==> src/rtl/risc_pkg.sv <==
// Shared types and helpers for the core's memory path: access sizes, the data-memory
// arbiter state encoding and the alignment check also used by the LSU.
package risc_pkg;

  typedef enum logic [1:0] {
    BYTE      = 2'd0,
    HALF_WORD = 2'd1,
    WORD      = 2'd2
  } mem_size_t;

  typedef enum logic [1:0] {
    ARB_IDLE   = 2'd0,
    ARB_ACCESS = 2'd1,
    ARB_RESP   = 2'd2
  } dmem_arb_state_t;

  function automatic logic is_misaligned(mem_size_t size, logic [1:0] addr_lo);
    case (size)
      HALF_WORD: return addr_lo[0];
      WORD:      return addr_lo != 2'b00;
      default:   return 1'b0;
    endcase
  endfunction

  function automatic logic [2:0] size_bytes(mem_size_t size);
    case (size)
      HALF_WORD: return 3'd2;
      WORD:      return 3'd4;
      default:   return 3'd1;
    endcase
  endfunction

endpackage

==> src/rtl/rr_arbiter2.sv <==
// Two-way round-robin grant: a lone requester wins, a tie goes to the port that was
// not granted last. Purely combinational; the history bit lives in the caller.
module rr_arbiter2 (
  input  logic [1:0] req,
  input  logic       last_gnt,
  output logic [1:0] gnt
);

  always_comb begin
    gnt = 2'b00;
    unique case (req)
      2'b01:   gnt = 2'b01;
      2'b10:   gnt = 2'b10;
      2'b11:   gnt = last_gnt ? 2'b01 : 2'b10;
      default: gnt = 2'b00;
    endcase
  end

endmodule

==> src/rtl/dmem_arbiter.sv <==
// Shares the single-port data memory between the LSU (port 0) and the debug/DMA port
// (port 1): one transaction in flight, error requests are answered without touching memory.
module dmem_arbiter
  import risc_pkg::*;
#(
  parameter int unsigned ADDR_WIDTH = 16,
  parameter int unsigned NUM_PORTS  = 2
) (
  input  logic                  clk,
  input  logic                  rst_n,
  input  logic [1:0]            m_req,
  output logic [1:0]            m_gnt,
  input  logic [1:0]            m_wr_en,
  input  mem_size_t [1:0]       m_size,
  input  logic [1:0][31:0]      m_addr,
  input  logic [1:0][31:0]      m_wdata,
  input  logic [1:0]            m_zext,
  output logic [1:0]            m_rvalid,
  output logic [31:0]           m_rdata,
  output logic                  m_err,
  output logic                  dmem_req,
  output logic                  dmem_wr_en,
  output mem_size_t             dmem_data_size,
  output logic [31:0]           dmem_addr,
  output logic [31:0]           dmem_wr_data,
  output logic                  dmem_zero_extend,
  input  logic [31:0]           dmem_rd_data
);

  if (NUM_PORTS != 2) begin : g_bad_ports
    $error("dmem_arbiter supports exactly two ports");
  end

  dmem_arb_state_t state;
  logic            last_gnt;
  logic            port_q;
  logic [1:0]      rvalid_q;
  logic [31:0]     rdata_q;
  logic            err_q;

  logic [1:0]      arb_gnt;
  logic            gnt_port;
  mem_size_t       sel_size;
  logic [31:0]     sel_addr;
  logic [32:0]     end_addr;
  logic            req_err;

  rr_arbiter2 u_rr (
    .req      (m_req),
    .last_gnt (last_gnt),
    .gnt      (arb_gnt)
  );

  assign gnt_port = arb_gnt[1];

  always_comb begin
    sel_size = m_size[gnt_port];
    sel_addr = m_addr[gnt_port];
    end_addr = {1'b0, sel_addr} + {30'd0, size_bytes(sel_size)} - 33'd1;
    req_err  = !(sel_size inside {BYTE, HALF_WORD, WORD})
               || is_misaligned(sel_size, sel_addr[1:0])
               || ((end_addr >> ADDR_WIDTH) != 33'd0);
  end

  // Reset silences the response side immediately, so a RESP cut short by reset never
  // shows rvalid to the master.
  assign m_gnt    = (rst_n && state == ARB_IDLE) ? arb_gnt : 2'b00;
  assign m_rvalid = rst_n ? rvalid_q : 2'b00;
  assign m_rdata  = rst_n ? rdata_q : 32'd0;
  assign m_err    = rst_n ? err_q : 1'b0;

  always_ff @(posedge clk) begin
    if (!rst_n) begin
      state            <= ARB_IDLE;
      last_gnt         <= 1'b1;
      port_q           <= 1'b0;
      rvalid_q         <= 2'b00;
      rdata_q          <= 32'd0;
      err_q            <= 1'b0;
      dmem_req         <= 1'b0;
      dmem_wr_en       <= 1'b0;
      dmem_data_size   <= BYTE;
      dmem_addr        <= 32'd0;
      dmem_wr_data     <= 32'd0;
      dmem_zero_extend <= 1'b0;
    end else begin
      rvalid_q         <= 2'b00;
      rdata_q          <= 32'd0;
      err_q            <= 1'b0;
      dmem_req         <= 1'b0;
      dmem_wr_en       <= 1'b0;
      dmem_data_size   <= BYTE;
      dmem_addr        <= 32'd0;
      dmem_wr_data     <= 32'd0;
      dmem_zero_extend <= 1'b0;
      unique case (state)
        ARB_IDLE: begin
          if (arb_gnt != 2'b00) begin
            port_q   <= gnt_port;
            last_gnt <= gnt_port;
            if (req_err) begin
              state    <= ARB_RESP;
              rvalid_q <= arb_gnt;
              err_q    <= 1'b1;
            end else begin
              // The dmem_* registers double as the request latch for the ACCESS cycle.
              state            <= ARB_ACCESS;
              dmem_req         <= 1'b1;
              dmem_wr_en       <= m_wr_en[gnt_port];
              dmem_data_size   <= sel_size;
              dmem_addr        <= sel_addr;
              dmem_wr_data     <= m_wdata[gnt_port];
              dmem_zero_extend <= m_zext[gnt_port];
            end
          end
        end
        ARB_ACCESS: begin
          state    <= ARB_RESP;
          rvalid_q <= port_q ? 2'b10 : 2'b01;
          rdata_q  <= dmem_wr_en ? 32'd0 : dmem_rd_data;
        end
        ARB_RESP: state <= ARB_IDLE;
        default:  state <= ARB_IDLE;
      endcase
    end
  end

endmodule
==> config.mk <==
export PLATFORM = sky130hd
export DESIGN_NAME = dmem_arbiter
export DESIGN_NICKNAME = d
export VERILOG_FILES = /design/src/rtl/risc_pkg.sv /design/src/rtl/rr_arbiter2.sv /design/src/rtl/dmem_arbiter.sv
export SDC_FILE = /design/constraint.sdc
export NUM_CORES = 1
export LEC_CHECK = 0
export CAP_MARGIN = 20
export CORE_UTILIZATION = 47
export DETAILED_ROUTE_END_ITERATION = 12
export GPL_TIMING_DRIVEN = 0
export PLACE_DENSITY = 0.87
export RECOVER_POWER = 50
export SLEW_MARGIN = 15
export SYNTH_ARGS = -nofsm -noshare
export SYNTH_HDL_FRONTEND = slang
export SYNTH_SLANG_ARGS = --single-unit
==> constraint.sdc <==
create_clock -name clk -period 12.81 [get_ports clk]
set_input_delay 2.562 -clock clk [delete_from_list [all_inputs] [get_ports clk]]
set_output_delay 2.562 -clock clk [all_outputs]
set_load 0.02 [all_outputs]
## After elaboration in Yosys (flattened, before gate mapping)

Cells that the tools add are included.

- Flip-flop bits (word level): 108
- Input port bits: 172
- Output and inout port bits: 106

- $add $sub $neg: 2
- Order comparisons: 1
- Equality and inequality tests: 7
- Mux-type cells: 27
- Bitwise operators: 4
- Reductions and logical operators: 14

Operator list:

| cell | number |
|---|---|
| 32-bit two-way mux | 5 |
| 32-bit by 3-bit adder with 33-bit output | 1 |
| 33-bit nonzero test | 1 |
| 33-bit by 1-bit subtractor with 33-bit output (second input constant) | 1 |
| 2-bit two-way mux | 10 |
| 2-bit one-hot mux with 2 select lines | 2 |
| 1-bit two-way mux | 7 |
| 2-bit by 1-bit equality test with 1-bit output (second input constant) | 3 |
| 2-bit equality test (second input constant) | 3 |
| 2-bit one-hot mux with 3 select lines | 1 |
| 3-bit one-hot mux with 2 select lines | 1 |
| 2-bit zero test | 2 |
| 1-bit inverter | 4 |
| 2-bit nonzero test | 2 |
| 4-bit OR reduction | 1 |
| 3-bit AND reduction | 1 |
| 3-bit nonzero test | 1 |
| 3-bit OR reduction | 1 |
| 1-bit logical OR | 2 |
| 1-bit by 2-bit < comparator with 1-bit output (second input constant) | 1 |
| 2-bit by 1-bit inequality test with 1-bit output (second input constant) | 1 |
| 1-bit one-hot mux with 2 select lines | 1 |
| 2-bit AND reduction | 1 |
| 1-bit logical AND | 1 |
| 1-bit zero test | 1 |

## Depth between registers and ports, before layout

- Word-level depth: 13
- Gate-level depth with buffers: 20

## Modules after synthesis

From an unflattened synthesis, not the netlist that was laid out.

- Cell total of the unflattened synthesis: 690
- Area total of the unflattened synthesis: 5833.1 µm²

Modules (own cells, without submodules):

| module | times used | cells an instance | area an instance (µm²) | sequential area each (µm²) |
|---|---|---|---|---|
| dmem_arbiter | 1 | 687 | 5814.3 | 2162.1 |
| rr_arbiter2 | 1 | 3 | 18.8 | 0.0 |

## Least setup slack after synthesis

No wires, ideal clock.

- Path type: in2reg
- Start: input port m_req[1]
- End: register dmem_data_size[0]
- Setup time: 0.073 ns
- Arrival: 7.103 ns
- Required time: 12.737 ns
- Path slack: 5.634 ns
- Cell stages on the path: 19
- Cells stage by stage: a21boi_2 clkbuf_1 clkbuf_1 buf_1 a31oi_1 ha_1 inv_1 ha_1 nand2b_1 nor3_1 a31oi_1 o31a_1 o311a_1 nor4_1 nand3_1 or4_1 buf_2 buf_6 nor3b_2

- Longest elaborated chain between the ends: 11
- Elaborated cells on any way between the ends: 24
- Classes of those cells: add/sub: 2; eq/ne: 5; mux: 7; bitwise: 1; reduce/logical: 9

Ends and longest elaborated chain:

| item | RTL line | RTL |
|---|---|---|
| start, declared | dmem_arbiter.sv:11 | `input logic [1:0] m_req,` |
| 2-bit equality test / 2-bit by 1-bit equality test with 1-bit output (equally long branches) | rr_arbiter2.sv:11 | `unique case (req)` |
| 2-bit one-hot mux with 3 select lines * | rr_arbiter2.sv:11 |  |
| 2-bit two-way mux (not written as such) (2 in series) | dmem_arbiter.sv:57 | `sel_size = m_size[gnt_port];` |
| 2-bit equality test / 2-bit by 1-bit equality test with 1-bit output (equally long branches) | risc_pkg.sv:18, risc_pkg.sv:26, dmem_arbiter.sv:60 |  |
| 3-bit one-hot mux with 2 select lines | risc_pkg.sv:26 | `case (size)` |
| 32-bit by 3-bit adder with 33-bit output | dmem_arbiter.sv:59 | `end_addr = {1'b0, sel_addr} + {30'd0, size_bytes(sel_size)} - 33'd1;` |
| 33-bit by 1-bit subtractor with 33-bit output | dmem_arbiter.sv:59 |  |
| 33-bit nonzero test | dmem_arbiter.sv:62 | `\|\| ((end_addr >> ADDR_WIDTH) != 33'd0);` |
| 1-bit logical OR | dmem_arbiter.sv:62 |  |
| 4-bit OR reduction (no source line) | - |  |
| end signal, assigned | dmem_arbiter.sv:110 | `dmem_data_size <= sel_size;` |
| end, declared | dmem_arbiter.sv:23 | `output mem_size_t dmem_data_size,` |

Every way passes the cells marked *; elsewhere a longest branch is shown, timed or not. The select of a mux whose other input is x is not followed.
A chain may end at the register's enable or synchronous reset.

## Final worst setup path

- Start: input port m_req[1]
- End: register dmem_wr_data[10]

- Longest elaborated chain between the ends: 11
- Elaborated cells on any way between the ends: 26
- Classes of those cells: add/sub: 2; eq/ne: 5; mux: 9; bitwise: 1; reduce/logical: 9

Ends and longest elaborated chain:

| item | RTL line | RTL |
|---|---|---|
| 2-bit equality test / 2-bit by 1-bit equality test with 1-bit output (equally long branches) | rr_arbiter2.sv:11 |  |
| 2-bit one-hot mux with 3 select lines * | rr_arbiter2.sv:11 |  |
| 2-bit two-way mux (not written as such) (2 in series) | dmem_arbiter.sv:57 |  |
| 2-bit equality test / 2-bit by 1-bit equality test with 1-bit output (equally long branches) | risc_pkg.sv:18, risc_pkg.sv:26, dmem_arbiter.sv:60 |  |
| 3-bit one-hot mux with 2 select lines | risc_pkg.sv:26 |  |
| 32-bit by 3-bit adder with 33-bit output | dmem_arbiter.sv:59 |  |
| 33-bit by 1-bit subtractor with 33-bit output | dmem_arbiter.sv:59 |  |
| 33-bit nonzero test | dmem_arbiter.sv:62 |  |
| 1-bit logical OR | dmem_arbiter.sv:62 |  |
| 4-bit OR reduction (no source line) | - |  |
| end signal, assigned | dmem_arbiter.sv:112 | `dmem_wr_data <= m_wdata[gnt_port];` |
| end, declared | dmem_arbiter.sv:25 | `output logic [31:0] dmem_wr_data,` |

Marks and branches as above.

==> flow_summary.json <==
{
  "hold-path-cell-count": 2,
  "ctsRootBufferMaster": "clkbuf_16",
  "tightest_slew_ns": 0.962,
  "crit_path_max_incr_delay_ns": 0.59,
  "r2r-start": "last_gnt",
  "via_per_inst": 5.52,
  "worstHoldEndpoint": "rvalid_q[1]",
  "slew_violations": 0,
  "cp_top_family": "buffers and inverters",
  "post_dp_cell_area_sq_um": 9650,
  "cp_max_fo": 10,
  "p_leak_nw": 4.00,
  "drt_iter0_drc": 422,
  "drt_wl_total_microns": 22800,
  "gp_congestion": 0.976,
  "htree_levels": 3,
  "startpoint_type": "input pin",
  "rsz0062_at_grt": "no",
  "syn_inst": 750,
  "drv_cap": 0,
  "cts_sinks": 108,
  "ys_types": 64,
  "cp.required_ns": 13.07,
  "clockBufferDepth": 2,
  "drc": 0,
  "fin_hold_ws_ns": 0.526,
  "synthFlopType": "dfxtp_1",
  "layout.cells.non_filler": 1223,
  "grt_pass1_vias": 6304,
  "peakVddDrop_v": 0.0000604,
  "portBuffers": 277,
  "initial_core_util_pct": 48.1,
  "fin_setup_tns_ns": 0,
  "dr.pass1.iters": 5,
  "crit_chain": "clkdlybuf4s50_1 -> a21boi_2 -> clkbuf_1 -> clkbuf_1 -> buf_1 -> nor3b_1 -> a31oi_1 -> ha_1 -> inv_1 -> ha_1 -> nand2_1 -> nor3_1 -> a31oi_1 -> o31a_1 -> o311a_1 -> nor4_1 -> nand3_1 -> or4_1 -> buf_2 -> buf_6 -> nor3_2",
  "postCtsSetupBuffers": 0,
  "stdcell_area_sq_um": 9930,
  "clockPowerShare_pct": 28.9,
  "antenna_found_initial": 0,
  "critPathCaptureType": "flip-flop",
  "post_cts_resized": 0,
  "grt_usage_pct": 31.2,
  "relSlewSlack_pct": 35.3,
  "setup_viol": 0,
  "status": "completed",
  "die-area_sq_um": 14600,
  "powerDensity_nw_per_um2": 92.6,
  "num_vias": 6746,
  "syn2layout_area_growth_pct": 49.4,
  "dp_hpwl_microns": 18900,
  "dp_cells": 1207,
  "async_flop_share_pct": 0,
  "place_ws_ns": 3.90,
  "die-width_microns": 121,
  "cts_buffers": 9,
  "overflow": 0,
  "p_sw_uw": 311,
  "hold_path_class": "flip-flop to flip-flop",
  "clk_pin_slew_worst_paths_ns": 0.07,
  "final.period_utilization_pct": 67.5,
  "crit_arrival_ns": 8.91,
  "p_comb_share_pct": 34.4,
  "synth-edff-count": 0,
  "core-area_sq_um": 13800,
  "n_antenna_cell": 0,
  "r2r_cells": 20,
  "drive_gt1_share_pct": 10.3,
  "routedWlPerCell_microns": 18.7,
  "synth_area_sq_um": 6650,
  "swShare_pct": 33.8,
  "crit_buf_inv": 7,
  "total_power_uw": 920,
  "drtAntennaViolNets": 0,
  "path_class": "input pin to flip-flop",
  "yosysSeqAreaShare_pct": 32.5,
  "grt_max_degree": 19,
  "r2r-end": "dmem_wr_data[10]",
  "r2r_setup_slack_ns": 6.60,
  "setup_ws_ns": 4.16,
  "synth_fp_nets": 954,
  "cts_hold_buf": 0,
  "synth_warnings": 0,
  "synth_seq_cells": 108,
  "intPower_uw": 609,
  "synth.avg_cell_area_sq_um": 8.86,
  "finClkSkew_ns": 0.0117,
  "placementRows": 43,
  "io-pin-count": 278,
  "critPathSlowestCell": "clkbuf_1",
  "cts_tree": "built",
  "finalNetCount": 1242,
  "grt_pass1_wl_microns": 34700,
  "clock_latency_ns": 0.35,
  "hold_start": "port_q",
  "clock.fmax_ghz": 0.116,
  "fp.dieH_microns": 121,
  "finish.utilization_pct": 71.8,
  "seq_power_share_pct": 36.7,
  "hold_viol": 0,
  "min_period_ns": 8.65
}
==> cell type report <==
| cell class | instances | area, sq um |
|---|---|---|
| flip-flops and latches | 108 | 2160 |
| repair buffers | 277 | 2770 |
| plain buffers | 41 | 203 |
| multi-input cells | 552 | 4100 |
| clock inverters | 6 | 45.0 |
| well taps | 180 | 225 |
| clock buffers | 10 | 239 |
| fillers | 1056 | 3900 |
| inverters | 49 | 184 |
==> worst min-delay path, cell delays in order, from the launching register on <==
cell and delay [ns]:
dfxtp_1 0.34, nand2_1 0.06, o22ai_1 0.07
==> cell usage in the layout, fill, tap and decap left out, types with 8 or more instances in the layout <==
cell / n
clkdlybuf4s50_1: 203
dfxtp_1: 108
dlygate4sd3_1: 74
mux2i_1: 68
nor3_2: 67
and2_1: 56
inv_1: 49
nand2_1: 42
a21oi_1: 35
ha_1: 32
nor2_1: 29
o21ai_0: 29
clkbuf_1: 25
nand3_1: 22
nand4_1: 16
and2_0: 16
nor4_1: 11
nor3_1: 10
a211oi_1: 9
a21o_1: 9
clkbuf_16: 9
a31oi_1: 8
==> cells by family (layout without fill, tap and decap cells) <==
kind of cell / after synthesis / after routing / share of synthesized area [%]
AND/OR/NAND/NOR: 299 / 299 / 29.5
AO/OA/AOI/OAI: 142 / 142 / 14.4
flip-flops: 108 / 108 / 32.5
buffers and inverters: 90 / 383 / 5.82
multiplexers: 70 / 70 / 10.6
adder cells (fa/ha/maj): 32 / 32 / 6.02
XOR/XNOR: 9 / 9 / 1.19
==> synthesized netlist by cell type, drive strengths merged (10+ instances only) <==
master,n,area share [%]
clkbuf,24,1.4
a21oi,35,2.6
dfxtp,108,33
nand3,22,1.7
nor2,29,1.6
ha,32,6.0
nand2,42,2.4
nor3,77,11
nor4,12,1.4
mux2i,68,10
and2,72,6.8
o21ai,29,2.2
a211oi,10,1.2
buf,17,1.7
nand4,16,1.5
inv,49,2.8
==> power by group through the flow <==
stage                     logic [mW]  registers [mW]  clock network [mW]
after floorplan                0.194           0.345                   0
after global placement         0.306           0.345                   0
after detailed placement       0.310           0.345                   0
after CTS                      0.312           0.338               0.268
after global routing           0.345           0.338               0.282
final                          0.316           0.338               0.266
==> routing by layer <==
layer  track usage [%]  share of wire (%)
met1              34.6                 39
met2              55.4                 50
met3              8.04                7.2
met4              14.4                3.9
met5                 0                  0
==> sequential cells by signal, summed over array words and instances (netlist names) <==
register,cells
state,2
dmem_data_size,2
err_q,1
last_gnt,1
dmem_wr_data,32
dmem_wr_en,1
dmem_zero_extend,1
rvalid_q,2
dmem_req,1
rdata_q,32
dmem_addr,32
port_q,1
==> worst max path at each step <==
stage,end,cells past startpoint,slack [ns],from
global placement,dmem_wr_data[10],19,3.92,m_req[1]
global route,dmem_addr[15],21,3.82,m_req[1]
finish,dmem_wr_data[10],21,4.16,m_req[1]
detailed placement,dmem_wr_data[10],21,3.90,m_req[1]
CTS,dmem_wr_data[10],21,4.22,m_req[1]
floorplan,dmem_data_size[0],19,5.63,m_req[1]
(Power assumes the default switching activity.)
